===== config.mk =====
export PLATFORM = sky130hd
export DESIGN_NAME = rgb_cmd_sequencer
export DESIGN_NICKNAME = d
export VERILOG_FILES = /design/src/rtl/rgb_cmd_pkg.sv /design/src/rtl/rgb_cmd_fifo.sv /design/src/rtl/rgb_cmd_sequencer.sv
export SDC_FILE = /design/constraint.sdc
export NUM_CORES = 1
export LEC_CHECK = 0
export CORE_UTILIZATION = 31
export DETAILED_ROUTE_END_ITERATION = 8
export GPL_TIMING_DRIVEN = 0
export MAX_ROUTING_LAYER = met4
export SLEW_MARGIN = 0
export SYNTH_ARGS = -nofsm -noshare
export SYNTH_HDL_FRONTEND = slang
export SYNTH_SLANG_ARGS = --single-unit

===== constraint.sdc =====
create_clock -name Clock -period 6.9 [get_ports Clock]
set_clock_uncertainty 0.15 [all_clocks]
set_input_delay 1.035 -clock Clock [delete_from_list [all_inputs] [get_ports Clock]]
set_output_delay 1.035 -clock Clock [all_outputs]
set_load 0.005 [all_outputs]

===== src/rtl/rgb_cmd_pkg.sv =====
// -----------------------------------------------------------------------------
// rgb_cmd_pkg
// Shared definitions for the RGB command sequencer: ASCII command byte values,
// sequencer state encoding, auto colour-walk index and shadow Lit bit positions.
// No ports (package).
// -----------------------------------------------------------------------------
package rgb_cmd_pkg;

    // Command bytes understood by the RGB toggle FSM and by the sequencer
    localparam logic [7:0] CMD_R    = 8'd82;  // 'R' toggle red
    localparam logic [7:0] CMD_G    = 8'd71;  // 'G' toggle green
    localparam logic [7:0] CMD_B    = 8'd66;  // 'B' toggle blue
    localparam logic [7:0] CMD_A    = 8'd65;  // 'A' enter auto colour-walk
    localparam logic [7:0] CMD_M    = 8'd77;  // 'M' back to manual
    localparam logic [7:0] CMD_C    = 8'd67;  // 'C' clear all lit colours
    localparam logic [7:0] CMD_IDLE = 8'd0;   // nothing driven to the FSM

    // Shadow Lit bit positions
    localparam int LIT_R = 2;
    localparam int LIT_G = 1;
    localparam int LIT_B = 0;

    typedef enum logic [1:0] {
        IDLE  = 2'd0,
        ISSUE = 2'd1,
        GAP   = 2'd2,
        CLR   = 2'd3
    } state_t;

    typedef enum logic [1:0] {
        AUTO_R = 2'd0,
        AUTO_G = 2'd1,
        AUTO_B = 2'd2
    } auto_idx_t;

    // Lit bit touched by a colour command (zero for anything else)
    function automatic logic [2:0] lit_mask(input logic [7:0] cmd);
        logic [2:0] mask;
        mask = 3'b000;
        case (cmd)
            CMD_R:   mask[LIT_R] = 1'b1;
            CMD_G:   mask[LIT_G] = 1'b1;
            CMD_B:   mask[LIT_B] = 1'b1;
            default: mask = 3'b000;
        endcase
        return mask;
    endfunction

    function automatic logic [7:0] auto_cmd(input auto_idx_t idx);
        case (idx)
            AUTO_G:  return CMD_G;
            AUTO_B:  return CMD_B;
            default: return CMD_R;
        endcase
    endfunction

    function automatic auto_idx_t auto_next(input auto_idx_t idx);
        case (idx)
            AUTO_R:  return AUTO_G;
            AUTO_G:  return AUTO_B;
            default: return AUTO_R;
        endcase
    endfunction

endpackage


===== src/rtl/rgb_cmd_fifo.sv =====
// -----------------------------------------------------------------------------
// rgb_cmd_fifo
// Single-clock first-word-fall-through byte FIFO buffering host bytes.
// Ports:
//   Clock, Reset  - clock, synchronous active-high reset (empties the FIFO)
//   i_push, i_din - write strobe and byte (ignored when full)
//   i_pop         - consume the head entry (ignored when empty)
//   o_full        - FIFO_DEPTH entries held
//   o_empty       - no entries held
//   o_dout        - head entry, valid whenever o_empty is low
// -----------------------------------------------------------------------------
module rgb_cmd_fifo #(
    parameter int FIFO_DEPTH = 4
) (
    input  logic       Clock,
    input  logic       Reset,
    input  logic       i_push,
    input  logic [7:0] i_din,
    input  logic       i_pop,
    output logic       o_full,
    output logic       o_empty,
    output logic [7:0] o_dout
);

    localparam int AW = $clog2(FIFO_DEPTH);

    logic [7:0]  r_mem [FIFO_DEPTH];
    // Pointers carry one extra wrap bit so full and empty are distinguishable
    logic [AW:0] r_wr_ptr;
    logic [AW:0] r_rd_ptr;
    logic        w_wr_en;
    logic        w_rd_en;

    assign o_empty = (r_wr_ptr == r_rd_ptr);
    assign o_full  = (r_wr_ptr[AW] != r_rd_ptr[AW]) &&
                     (r_wr_ptr[AW-1:0] == r_rd_ptr[AW-1:0]);
    assign o_dout  = r_mem[r_rd_ptr[AW-1:0]];
    assign w_wr_en = i_push && !o_full;
    assign w_rd_en = i_pop && !o_empty;

    // NOTE: storage has no reset; only the pointers define what is valid,
    // so clearing the array would just cost reset fan-out.
    always_ff @(posedge Clock) begin
        if (w_wr_en) begin
            r_mem[r_wr_ptr[AW-1:0]] <= i_din;
        end
    end

    // NOTE: sequential state uses non-blocking assignments so every register
    // samples pre-edge values regardless of statement order.
    always_ff @(posedge Clock) begin
        if (Reset) begin
            r_wr_ptr <= '0;
            r_rd_ptr <= '0;
        end else begin
            if (w_wr_en) r_wr_ptr <= r_wr_ptr + 1'b1;
            if (w_rd_en) r_rd_ptr <= r_rd_ptr + 1'b1;
        end
    end

endmodule


===== src/rtl/rgb_cmd_sequencer.sv =====
// -----------------------------------------------------------------------------
// rgb_cmd_sequencer
// Front end for the 8-state RGB toggle FSM. Buffers host bytes, decodes
// control commands, runs an optional auto colour-walk and emits each colour
// command as a one-cycle Cmd pulse followed by idle gap cycles. Keeps a shadow
// copy of the lit colours.
// Ports:
//   Clock, Reset      - clock, synchronous active-high reset
//   RxData, RxValid   - byte from the UART receiver
//   RxReady           - high while the host FIFO is not full
//   Cmd               - command byte to the RGB FSM, 0x00 when idle
//   Lit               - shadow lit state [2]=R [1]=G [0]=B
//   AutoMode          - auto colour-walk active
//   Busy              - sequencer away from IDLE (registered, one cycle late)
//   Dropped           - one-cycle pulse when an unknown byte is discarded
// -----------------------------------------------------------------------------
module rgb_cmd_sequencer #(
    parameter int FIFO_DEPTH  = 4,
    parameter int TICK_CYCLES = 50000000,
    parameter int GAP_CYCLES  = 2
) (
    input  logic       Clock,
    input  logic       Reset,
    input  logic [7:0] RxData,
    input  logic       RxValid,
    output logic       RxReady,
    output logic [7:0] Cmd,
    output logic [2:0] Lit,
    output logic       AutoMode,
    output logic       Busy,
    output logic       Dropped
);

    import rgb_cmd_pkg::*;

    localparam int TW = $clog2(TICK_CYCLES);
    localparam int GW = $clog2(GAP_CYCLES + 1);
    localparam logic [TW-1:0] TICK_LAST = TW'(TICK_CYCLES - 1);
    localparam logic [GW-1:0] GAP_LAST  = GW'(GAP_CYCLES - 1);

    state_t          r_state;
    logic [7:0]      r_cmd;
    logic [7:0]      r_issue_cmd;   // colour command waiting in ISSUE
    logic [2:0]      r_lit;
    logic            r_auto;
    logic            r_busy;
    logic            r_dropped;
    logic            r_ret_clr;     // GAP returns to CLR instead of IDLE
    logic [GW-1:0]   r_gap_cnt;
    logic [TW-1:0]   r_tick_cnt;
    logic            r_tick_pend;
    auto_idx_t       r_auto_idx;

    logic            w_full;
    logic            w_empty;
    logic [7:0]      w_head;
    logic            w_push;
    logic            w_pop;
    logic            w_dispatch;
    logic            w_mode_pop;
    logic            w_tick;

    assign w_push  = RxValid && !w_full;
    assign RxReady = !w_full;

    // IDLE's work is also done in the last GAP cycle when returning to IDLE,
    // so back-to-back commands land exactly GAP_CYCLES zero cycles apart
    // (the remaining zero cycle is ISSUE itself).
    assign w_dispatch = (r_state == IDLE) ||
                        ((r_state == GAP) && (r_gap_cnt == GAP_LAST) && !r_ret_clr);
    assign w_pop      = w_dispatch && !w_empty;
    assign w_mode_pop = w_pop && ((w_head == CMD_A) || (w_head == CMD_M));
    assign w_tick     = r_auto && (r_tick_cnt == TICK_LAST);

    rgb_cmd_fifo #(
        .FIFO_DEPTH (FIFO_DEPTH)
    ) u_fifo (
        .Clock   (Clock),
        .Reset   (Reset),
        .i_push  (w_push),
        .i_din   (RxData),
        .i_pop   (w_pop),
        .o_full  (w_full),
        .o_empty (w_empty),
        .o_dout  (w_head)
    );

    always_ff @(posedge Clock) begin
        if (Reset) begin
            r_state     <= IDLE;
            r_cmd       <= CMD_IDLE;
            r_issue_cmd <= CMD_IDLE;
            r_lit       <= 3'b000;
            r_auto      <= 1'b0;
            r_busy      <= 1'b0;
            r_dropped   <= 1'b0;
            r_ret_clr   <= 1'b0;
            r_gap_cnt   <= '0;
            r_tick_cnt  <= '0;
            r_tick_pend <= 1'b0;
            r_auto_idx  <= AUTO_R;
        end else begin
            r_cmd     <= CMD_IDLE;
            r_dropped <= 1'b0;
            r_busy    <= (r_state != IDLE);

            case (r_state)
                ISSUE: begin
                    r_cmd     <= r_issue_cmd;
                    r_lit     <= r_lit ^ lit_mask(r_issue_cmd);
                    r_gap_cnt <= '0;
                    r_state   <= GAP;
                end
                GAP: begin
                    if (r_gap_cnt == GAP_LAST) begin
                        r_state <= r_ret_clr ? CLR : IDLE;
                    end else begin
                        r_gap_cnt <= r_gap_cnt + 1'b1;
                    end
                end
                CLR: begin
                    // Issued bits come back cleared, so the first lit bit in
                    // R,G,B order is always the next one to switch off.
                    r_ret_clr <= 1'b1;
                    if (r_lit[LIT_R]) begin
                        r_issue_cmd <= CMD_R;
                        r_state     <= ISSUE;
                    end else if (r_lit[LIT_G]) begin
                        r_issue_cmd <= CMD_G;
                        r_state     <= ISSUE;
                    end else if (r_lit[LIT_B]) begin
                        r_issue_cmd <= CMD_B;
                        r_state     <= ISSUE;
                    end else begin
                        r_ret_clr <= 1'b0;
                        r_state   <= IDLE;
                    end
                end
                default: ;  // IDLE: handled by the dispatch below
            endcase

            // Dispatch overrides the GAP->IDLE return above; FIFO beats tick
            if (w_dispatch) begin
                if (!w_empty) begin
                    case (w_head)
                        CMD_R, CMD_G, CMD_B: begin
                            r_issue_cmd <= w_head;
                            r_ret_clr   <= 1'b0;
                            r_state     <= ISSUE;
                        end
                        CMD_A: begin
                            r_auto      <= 1'b1;
                            r_tick_cnt  <= '0;
                            r_tick_pend <= 1'b0;
                            r_auto_idx  <= AUTO_R;
                        end
                        CMD_M: begin
                            r_auto      <= 1'b0;
                            r_tick_pend <= 1'b0;
                        end
                        CMD_C: begin
                            r_state <= CLR;
                        end
                        default: begin
                            r_dropped <= 1'b1;
                        end
                    endcase
                end else if (r_tick_pend) begin
                    r_issue_cmd <= auto_cmd(r_auto_idx);
                    r_auto_idx  <= auto_next(r_auto_idx);
                    r_tick_pend <= 1'b0;
                    r_ret_clr   <= 1'b0;
                    r_state     <= ISSUE;
                end
            end

            // Placed after dispatch so a tick landing on the serve edge stays
            // pending; skipped when 'A'/'M' rewrite the auto state this edge.
            if (r_auto && !w_mode_pop) begin
                if (w_tick) begin
                    r_tick_cnt  <= '0;
                    r_tick_pend <= 1'b1;
                end else begin
                    r_tick_cnt <= r_tick_cnt + 1'b1;
                end
            end
        end
    end

    assign Cmd      = r_cmd;
    assign Lit      = r_lit;
    assign AutoMode = r_auto;
    assign Busy     = r_busy;
    assign Dropped  = r_dropped;

endmodule


**After elaboration in Yosys (flattened, before gate mapping)**

Memories as Yosys holds them, arrays and structs flattened. A register that Yosys moved wholly into a read port is not among the register bits.
Cells that the tools add are included.

- Register bits after elaboration: 62
- RAM bits: 32
- Output and inout port bits: 15
- Memories kept: 1

Memory list:

| memory | words | bits a word | rd ports | clocked after Yosys merged registers in | wr ports | line | RTL |
|---|---|---|---|---|---|---|---|
| u_fifo.r_mem | 4 | 8 | 1 | 1 | 1 | rgb_cmd_fifo.sv:27 | `logic [7:0] r_mem [FIFO_DEPTH];` |

- Add/subtract/negate cells: 4
- Equal/unequal tests: 22
- Muxes and demuxes: 58
- Bitwise operators: 4
- Reduce and logical (&&, ||, !) cells: 33

Operators by type and width:

| cell | number |
|---|---|
| 2-to-1 mux 26 bit | 5 |
| == test 8 x 7 -> 1 bit (second input constant) | 9 |
| 2-to-1 mux 8 bit | 8 |
| 2-to-1 mux 1 bit | 28 |
| adder 26 x 1 -> 26 bit (second input constant) | 1 |
| == test 26 bit (second input constant) | 1 |
| 2-to-1 mux 2 bit | 11 |
| case mux 2 bit (2 select lines) | 3 |
| nonzero test 2 bit | 6 |
| logical AND 1 bit | 10 |
| case mux 5 bit (2 select lines) | 1 |
| AND reduction 3 bit | 3 |
| adder 3 x 1 -> 3 bit (second input constant) | 2 |
| == test 2 x 1 -> 1 bit (second input constant) | 3 |
| == test 2 bit (second input constant) | 3 |
| != test 2 bit (second input constant) | 3 |
| case mux 2 bit (3 select lines) | 1 |
| OR reduction 3 bit | 2 |
| OR reduction 6 bit | 1 |
| logical NOT 1 bit | 4 |
| logical NOT 2 bit | 2 |
| OR reduction 2 bit | 2 |
| == test 3 bit | 1 |
| inverter 1 bit | 3 |
| 7 further kinds | 8 |

**Longest topological paths before layout**

Gate-level depths: netlist of the first run.

- Depth after elaboration: 10
- Gate-level depth with buffers: 10
- Mapped depth without buffers: 8

**Hierarchy**

A second synthesis of the first run with hierarchy kept.

- Cells, all modules: 442
- Area, all modules: 4548.1 µm²

By module, submodules not included:

| module | instances | cells an instance | area an instance (µm²) | seq. area each (µm²) |
|---|---|---|---|---|
| rgb_cmd_sequencer | 1 | 332 | 2816.5 | 1121.1 |
| rgb_cmd_fifo | 1 | 110 | 1731.7 | 1121.1 |

**Least setup slack after synthesis of the first run**

Ideal clock, no wire load.

- Path kind: register to register
- Start point: register (tool-made name)
- End point: register r_issue_cmd[3]
- Library setup time: 116 ps
- Data arrival time: 2194 ps
- Path slack: 4440 ps
- Stages on the path, launching flop included: 8
- Clock period less this slack: 2460 ps
- Cell sequence: dfxtp_1 -> buf_6 -> mux4_1 -> or2_0 -> a2111oi_2 -> a21oi_1 -> o21a_1 -> and3_2

RTL lines:

| item | line | RTL |
|---|---|---|
| end signal: assignment | rgb_cmd_sequencer.sv:147 | `r_issue_cmd <= w_head;` |
| end signal: assignment | rgb_cmd_sequencer.sv:169 | `r_issue_cmd <= auto_cmd(r_auto_idx);` |
| end: declaration | rgb_cmd_sequencer.sv:43 | `logic [7:0] r_issue_cmd;` |

**Worst setup path after layout of the first run**

- Start point: register u_fifo.r_wr_ptr[0]
- End point: output port RxReady

- Cells in the longest elaborated chain, start to end: 3

RTL lines:

| item | line | RTL |
|---|---|---|
| start: declaration | rgb_cmd_fifo.sv:29 | `logic [AW:0] r_wr_ptr;` |
| start signal: assignment | rgb_cmd_fifo.sv:56 | `if (w_wr_en) r_wr_ptr <= r_wr_ptr + 1'b1;` |
| == test 2 bit | rgb_cmd_fifo.sv:36 | `(r_wr_ptr[AW-1:0] == r_rd_ptr[AW-1:0]);` |
| logical AND 1 bit | rgb_cmd_fifo.sv:35 | `assign o_full = (r_wr_ptr[AW] != r_rd_ptr[AW]) &&` |
| logical NOT 1 bit | rgb_cmd_sequencer.sv:64 | `assign RxReady = !w_full;` |
| end: declaration | rgb_cmd_sequencer.sv:26 | `output logic RxReady,` |

No other way between the ends.

==> summary.md, run 1 <==
| Metric | Value |
|---|---|
| Crit-path max FO | 6 |
| Hold WS | 0.337 ns |
| Routed vias | 3314 |
| Boundary Pins | 26 |
| M3 GR Usage | 3.02% |
| Cell area after layout | 5140 µm² |
| Share of flip-flops with an asynchronous set or reset | 0% |
| CTS tree | built |
| Total Wirelength | 9140 µm |
| Post-synthesis sequential area ratio | 51.2% |
| Layout area overhead | 17.5% |
| Crit-path max cell delay | 0.50 ns |
| Drt first pass iters | 5 |
| Placed instance area | 4850 µm² |
| Post-layout min period | 2.84 ns |
| Peak VDD IR | 205 µV |
| Routability congestion estimate from global placement | 0.790 |
| Xor and xnor area share after synthesis | 2.60% |
| Fmax | 0.352 GHz |
| Multiplexer share of the synthesized area | 3.32% |
| Met2 usage | 22.4% |
| Mean area per synthesized cell | 10.5 µm² |
| Initial antenna violation count | 0 |
| Yosys warns | 0 |
| Die area | 14600 µm² |
| PnR worst setup slack | 4.06 ns |
| Fin. Hold Viols | 0 |
| Initial core utilization | 31.6% |
| Clock transition at path regs | 0.07 ns |
| DRC violations left | 0 |
| Post-synthesis adder-cell area fraction | 2.86% |
| Postcts setup bufs | 0 |
| Post-Synth Simple-Gate Area | 21.4% |
| GRT Max-Usage Layer | met2 |
| Vias per cell | 5.21 |
| Drt wl/cell | 14.4 µm |
| Synth Area in Compound Gates | 13.8% |
| CP Class | flip-flop to output pin |
| First-pass GRT wire length | 15500 µm |
| WP buf/inv | 1 |
| Status | completed |
| Top cell type's share of synthesized area | 29.3% |
| Main flop type after synthesis | dfxtp_1 |
| Filler cells | 1344 |
| Clock latency on the worst-skew pair | 0.35 ns |
| Number of synthesized flops with an enable pin | 32 |
| Area of the multi-input gates | 1920 µm² |
| Sum Neg Setup Slack | 0 ns |
| Grt ovf | 0 |
| Clock sinks | 96 |
| Fin. max-slew vios | 0 |
| Largest net degree at the start of global routing | 20 |
| Top post-synthesis cells by area | dfxtp_1 (29%), edfxtp_1 (22%), o221ai_1 (3.4%) |
| Number of DRC markers in iteration 0 | 219 |
| Final period util | 41.2% |
| Fin nets | 472 |
| Register area | 2240 µm² |
| Crit path cell chain | xnor2_1 > nand3_1 > clkdlybuf4s50_1 |
| Top delay family on crit path | buffers and inverters |
| Final core utilization | 37.2% |
| Mapped Cells | 415 |
| Number of distinct library cells after synthesis | 60 |
| RSZ-0062 raised after global routing | no |
| Critical path's slowest cell | clkdlybuf4s50_1 |
| Die height | 121 µm |
| Post-DP HPWL | 6510 µm |
| Post-Syn Area | 4380 µm² |
| Pre-CTS WS | 3.95 ns |
| Main combinational cell family by area after synthesis | simple AND/OR/NAND/NOR gates |
| Post-route ant nets | 0 |
| Crit. End Element | output pin |
| Max_slew headroom | 45.6% |
| Slew of the pin with the lowest slew margin | 0.808 ns |
| Core footprint | 13800 µm² |
| Hold Path Class | flip-flop to flip-flop |
| Synth Net Count | 436 |
| CTS H-tree depth | 3 |
| Share of cells above drive strength 1 | 8.77% |
| Horiz. Die Dim | 121 µm |
| Leakage power total | 0.00169 µW |
| Hold-fix buffers, CTS | 0 |
| Yosys top cell by area | dfxtp_1 |
| Diode count | 0 |
| Global-route met1 utilization | 17.1% |
| Crit path arrival time | 1.65 ns |
| Synthesized flop and latch total | 96 |
| Row count | 43 |
| Num CTS Buffers | 9 |
| IO Port Bufs | 25 |
| Cts repair resizes | 0 |
| Count of final setup violators | 0 |
| Clock buffer depth | 2 |
| Root buf cell | clkbuf_16 |
| Startpoint Class | flip-flop |
| Max-Cap Viols | 0 |
| Number of global-route vias before repair | 3214 |
| Gr usage total | 14.0% |
| CP required | 5.71 ns |
| Cell Pwr Density | 275 nW/µm² |
==> Yosys cell counts, types with 4 or more instances <==
cell      count
dfxtp_1      64
inv_1        33
edfxtp_1     32
nor2_1       31
nand2_1      25
nand4_1      18
o221ai_1     17
nand3_1      15
and2_1       14
ha_1         10
o21ai_0      10
and3_1        9
a21oi_1       8
nand2b_1      8
nor3_1        8
xnor2_1       8
a31oi_1       7
clkbuf_1      7
nor4_1        7
buf_2         5
xor2_1        5
nand3b_1      4
nand4b_1      4
==> where the power goes <==
part	total (µW)	switching, µW	internal [µW]
sequential	639	20.8	619
clock	487	233	255
combinational	285	168	117
==> worst reg2reg max path, stage by stage (launching register included) <==
cell      delay, ns
dfxtp_1        0.33
buf_6          0.14
mux4_2         0.57
nor2b_4        0.16
nor4b_4        0.41
a31oi_2        0.22
o211ai_4       0.33
buf_6          0.20
o221ai_1       0.13
==> flip-flops by register name, indices dropped and copies added, names as in the netlist, 2 cells and up, named ones only <==
signal           flops
Cmd                  8
Lit                  3
r_auto_idx           2
r_gap_cnt            2
r_issue_cmd          8
r_state              2
r_tick_cnt          26
u_fifo.r_mem        32
u_fifo.r_rd_ptr      3
u_fifo.r_wr_ptr      3
==> worst paths after layout <==
check,from,to,slack (ns),cells after the start
hold / removal,r_issue_cmd[5],Cmd[5],0.34,1
setup / recovery,u_fifo.r_wr_ptr[0],RxReady,4.06,3
hold reg to reg,r_issue_cmd[5],Cmd[5],0.34,1
setup reg to reg,flip-flop,r_tick_cnt[15],4.13,8
==> routing by layer <==
layer,share of wire (%),vias to the layer above,routed length (µm)
li1,-,1623,-
met1,46,1582,4240
met3,4.5,15,415
met2,47,94,4330
met5,0,-,0
met4,1.7,0,151
==> area by class of cell <==
class                           count  share of cell area (%)
Tap cell                          180                    4.38
Clock inverter                      7                    1.24
Inverter                           33                    2.41
Buffer                             15                    1.66
Timing Repair Buffer               25                    4.87
Sequential cell                    96                    43.6
Multi-Input combinational cell    271                    37.4
Clock buffer                        9                    4.38
==> logic make-up (layout without fill, tap and decap cells) <==
family | Yosys count | after routing
AO/OA/AOI/OAI | 76 | 76
XOR/XNOR | 13 | 13
adder cells (fa/ha/maj) | 10 | 10
buffers and inverters | 48 | 89
flip-flops | 96 | 96
multiplexers | 7 | 7
AND/OR/NAND/NOR | 165 | 165
==> layout by cell type (no fill, tap or decap), types with 6 or more instances in the layout <==
master and count:
dfxtp_1 64, inv_1 33, edfxtp_1 32, nor2_1 31, nand2_1 25, clkdlybuf4s50_1 25, nand4_1 18, o221ai_1 17
nand3_1 15, and2_1 14, o21ai_0 10, ha_1 10, and3_1 9, clkbuf_16 9, xnor2_1 8, nor3_1 8
nand2b_1 8, a21oi_1 8, clkbuf_1 7, nor4_1 7, a31oi_1 7, inv_6 6
==> through the flow <==
step | power (µW) | cells
finish | 1410 | 636
global route | 1480 | 636
CTS | 1430 | 636
detailed placement | 938 | 620
global placement | 931 | 620
floorplan | 861 | 415
(Power assumes the default switching activity.)
==> run 2: changes to the inputs <==
==> constraint.sdc (replaced) <==
create_clock -name Clock -period 2.5 [get_ports Clock]
set_clock_uncertainty 0.15 [all_clocks]
set_input_delay 0.375 -clock Clock [delete_from_list [all_inputs] [get_ports Clock]]
set_output_delay 0.375 -clock Clock [all_outputs]
set_load 0.005 [all_outputs]
==> run 2 against run 1 <==
The run now ends with negative setup slack left; die area is the same; core utilization is 3.5 points higher; cell count increased by 3.1%; register-to-register slack worse by 4.2 ns; non-clock buffer count is 20 higher; worst setup slack got worse by 4.1 ns; flip-flop and latch count unchanged; critical endpoint is now r_issue_cmd[2]; largest cell class unchanged.
==> summary.md, run 2 (synthesis gave the netlist of run 1 again) <==
| Metric | Value |
|---|---|
| Die height | 121 µm |
| Core footprint | 13800 µm² |
| Horiz. Die Dim | 121 µm |
| Root buf cell | clkbuf_16 |
| Fin. max-slew vios | 0 |
| Share of cells above drive strength 1 | 21.4% |
| Gr usage total | 14.6% |
| Fin nets | 492 |
| Critical Path Most Common Cell | buf_6 |
| Clock buffer depth | 2 |
| CP required | 2.59 ns |
| Vias per cell | 5.26 |
| Count of final setup violators | 2 |
| Max_slew headroom | 51.5% |
| Max-Cap Viols | 0 |
| PnR worst setup slack | -0.0345 ns |
| Largest net degree at the start of global routing | 20 |
| Total Wirelength | 9940 µm |
| Diode count | 0 |
| WP buf/inv | 2 |
| Status | finished, violations left |
| Boundary Pins | 26 |
| Hold-fix buffers, CTS | 0 |
| Final core utilization | 40.7% |
| First-pass GRT wire length | 16300 µm |
| Placed instance area | 4850 µm² |
| Failing checks | negative setup slack |
| Fmax | 0.395 GHz |
| Leakage power total | 0.00188 µW |
| Largest register FFs | 32 |
| Crit-path max FO | 6 |
| Routability congestion estimate from global placement | 0.790 |
| CTS H-tree depth | 3 |
| Post-DP HPWL | 6510 µm |
| Top delay family on crit path | compound AO/OA/AOI/OAI gates |
| Grt ovf | 0 |
| Die area | 14600 µm² |
| Drt first pass iters | 5 |
| DRC violations left | 0 |
| Final period util | 101% |
| Clock sinks | 96 |
| Slew of the pin with the lowest slew margin | 0.727 ns |
| Post-route ant nets | 0 |
| Commonest non-fill, non-tap cell in the layout | dfxtp_1 |
| Layout area overhead | 28.6% |
| Hold Path Class | flip-flop to flip-flop |
| Crit. End Element | flip-flop |
| Crit-path max cell delay | 0.51 ns |
| CP Class | flip-flop to flip-flop |
| Num CTS Buffers | 9 |
| Routed vias | 3450 |
| Commonest cells after routing, fill and taps aside | dfxtp_1 (63), inv_1 (33), edfxtp_1 (32) |
| Fin cells | 656 |
| Crit path arrival time | 2.63 ns |
| Startpoint Class | flip-flop |
| Drt wl/cell | 15.2 µm |
| Placed Instances | 620 |
| Fin. Hold Viols | 0 |
| Row count | 43 |
| Cell Pwr Density | 738 nW/µm² |
| Cell area after layout | 5630 µm² |
| CTS tree | built |
| Clock transition at path regs | 0.07 ns |
| Number of global-route vias before repair | 3354 |
| Number of DRC markers in iteration 0 | 193 |
| Crit path cell chain | buf_6 > buf_6 > mux4_2 > or2_4 > a2111oi_4 > a21oi_2 > o21a_2 > a21o_2 |
| Initial antenna violation count | 0 |
| Clock latency on the worst-skew pair | 0.35 ns |
| Initial core utilization | 31.6% |
| IO Port Bufs | 25 |
| Critical path's slowest cell | mux4_2 |
| Peak VDD IR | 592 µV |
| Post-layout min period | 2.53 ns |
| RSZ-0062 raised after global routing | yes |
==> run 2: final timing paths <==
check,cells after the start,slack (ns),start,to
setup / recovery,8,-0.03,flip-flop,r_issue_cmd[2]
setup reg to reg,8,-0.03,flip-flop,r_issue_cmd[2]
hold reg to reg,2,0.34,r_ret_clr,r_ret_clr
hold / removal,2,0.34,r_ret_clr,r_ret_clr
==> run 2: power breakdown <==
group          leakage (µW)  internal, µW  switching [µW]
Clock              0.000144           703             643
Sequential         0.000811          1710            59.7
Combinational      0.000922           484             551
Total               0.00188          2900            1250
==> run 2: layout make-up <==
type                    instances  area, µm²
inverters                      33        124
repair buffers                 46        464
clock buffers                   9        225
fillers                      1315       8200
clock inverters                 7       63.8
multi-input cells             271       2160
plain buffers                  14        123
flip-flops and latches         96       2240
well taps                     180        225
==> run 2: layer usage <==
metal / share of wire, % / global-route usage [%] / vias to the layer above / routed length [µm]
li1: - / - / 1666 / -
met1: 43 / 17.6 / 1680 / 4290
met2: 50 / 23.8 / 87 / 4980
met3: 4.9 / 3.30 / 17 / 489
met4: 1.9 / 5.94 / 0 / 184
met5: 0 / - / - / 0
==> run 2: worst register-to-register path, stage by stage, from the launching register on <==
cell and delay (ns):
dfxtp_2 0.33, buf_6 0.11, buf_6 0.11, mux4_2 0.51, or2_4 0.28, a2111oi_4 0.37
a21oi_2 0.10, o21a_2 0.27, a21o_2 0.19
==> run 2: timing repair <==
item	4_1_cts	5_1_grt
cloned	2	2
setup buffers	12	6
gates resized for setup	46	32
setup endpoints to repair	36	37
pin swaps	13	3
==> run 2: metrics by stage <==
stage          setup slack (ns)  hold WS [ns]  TNS, ns  total power, µW
6_report                -0.0345         0.337  -0.0662             4150
5_1_grt                 -0.0951         0.352    -1.81             4350
4_1_cts                 -0.0742         0.351   -0.682             4080
3_5_place_dp             -0.238         0.327    -6.67             2590
3_3_place_gp             -0.219         0.321    -5.31             2570
2_1_floorplan            0.0395         0.294        0             2380
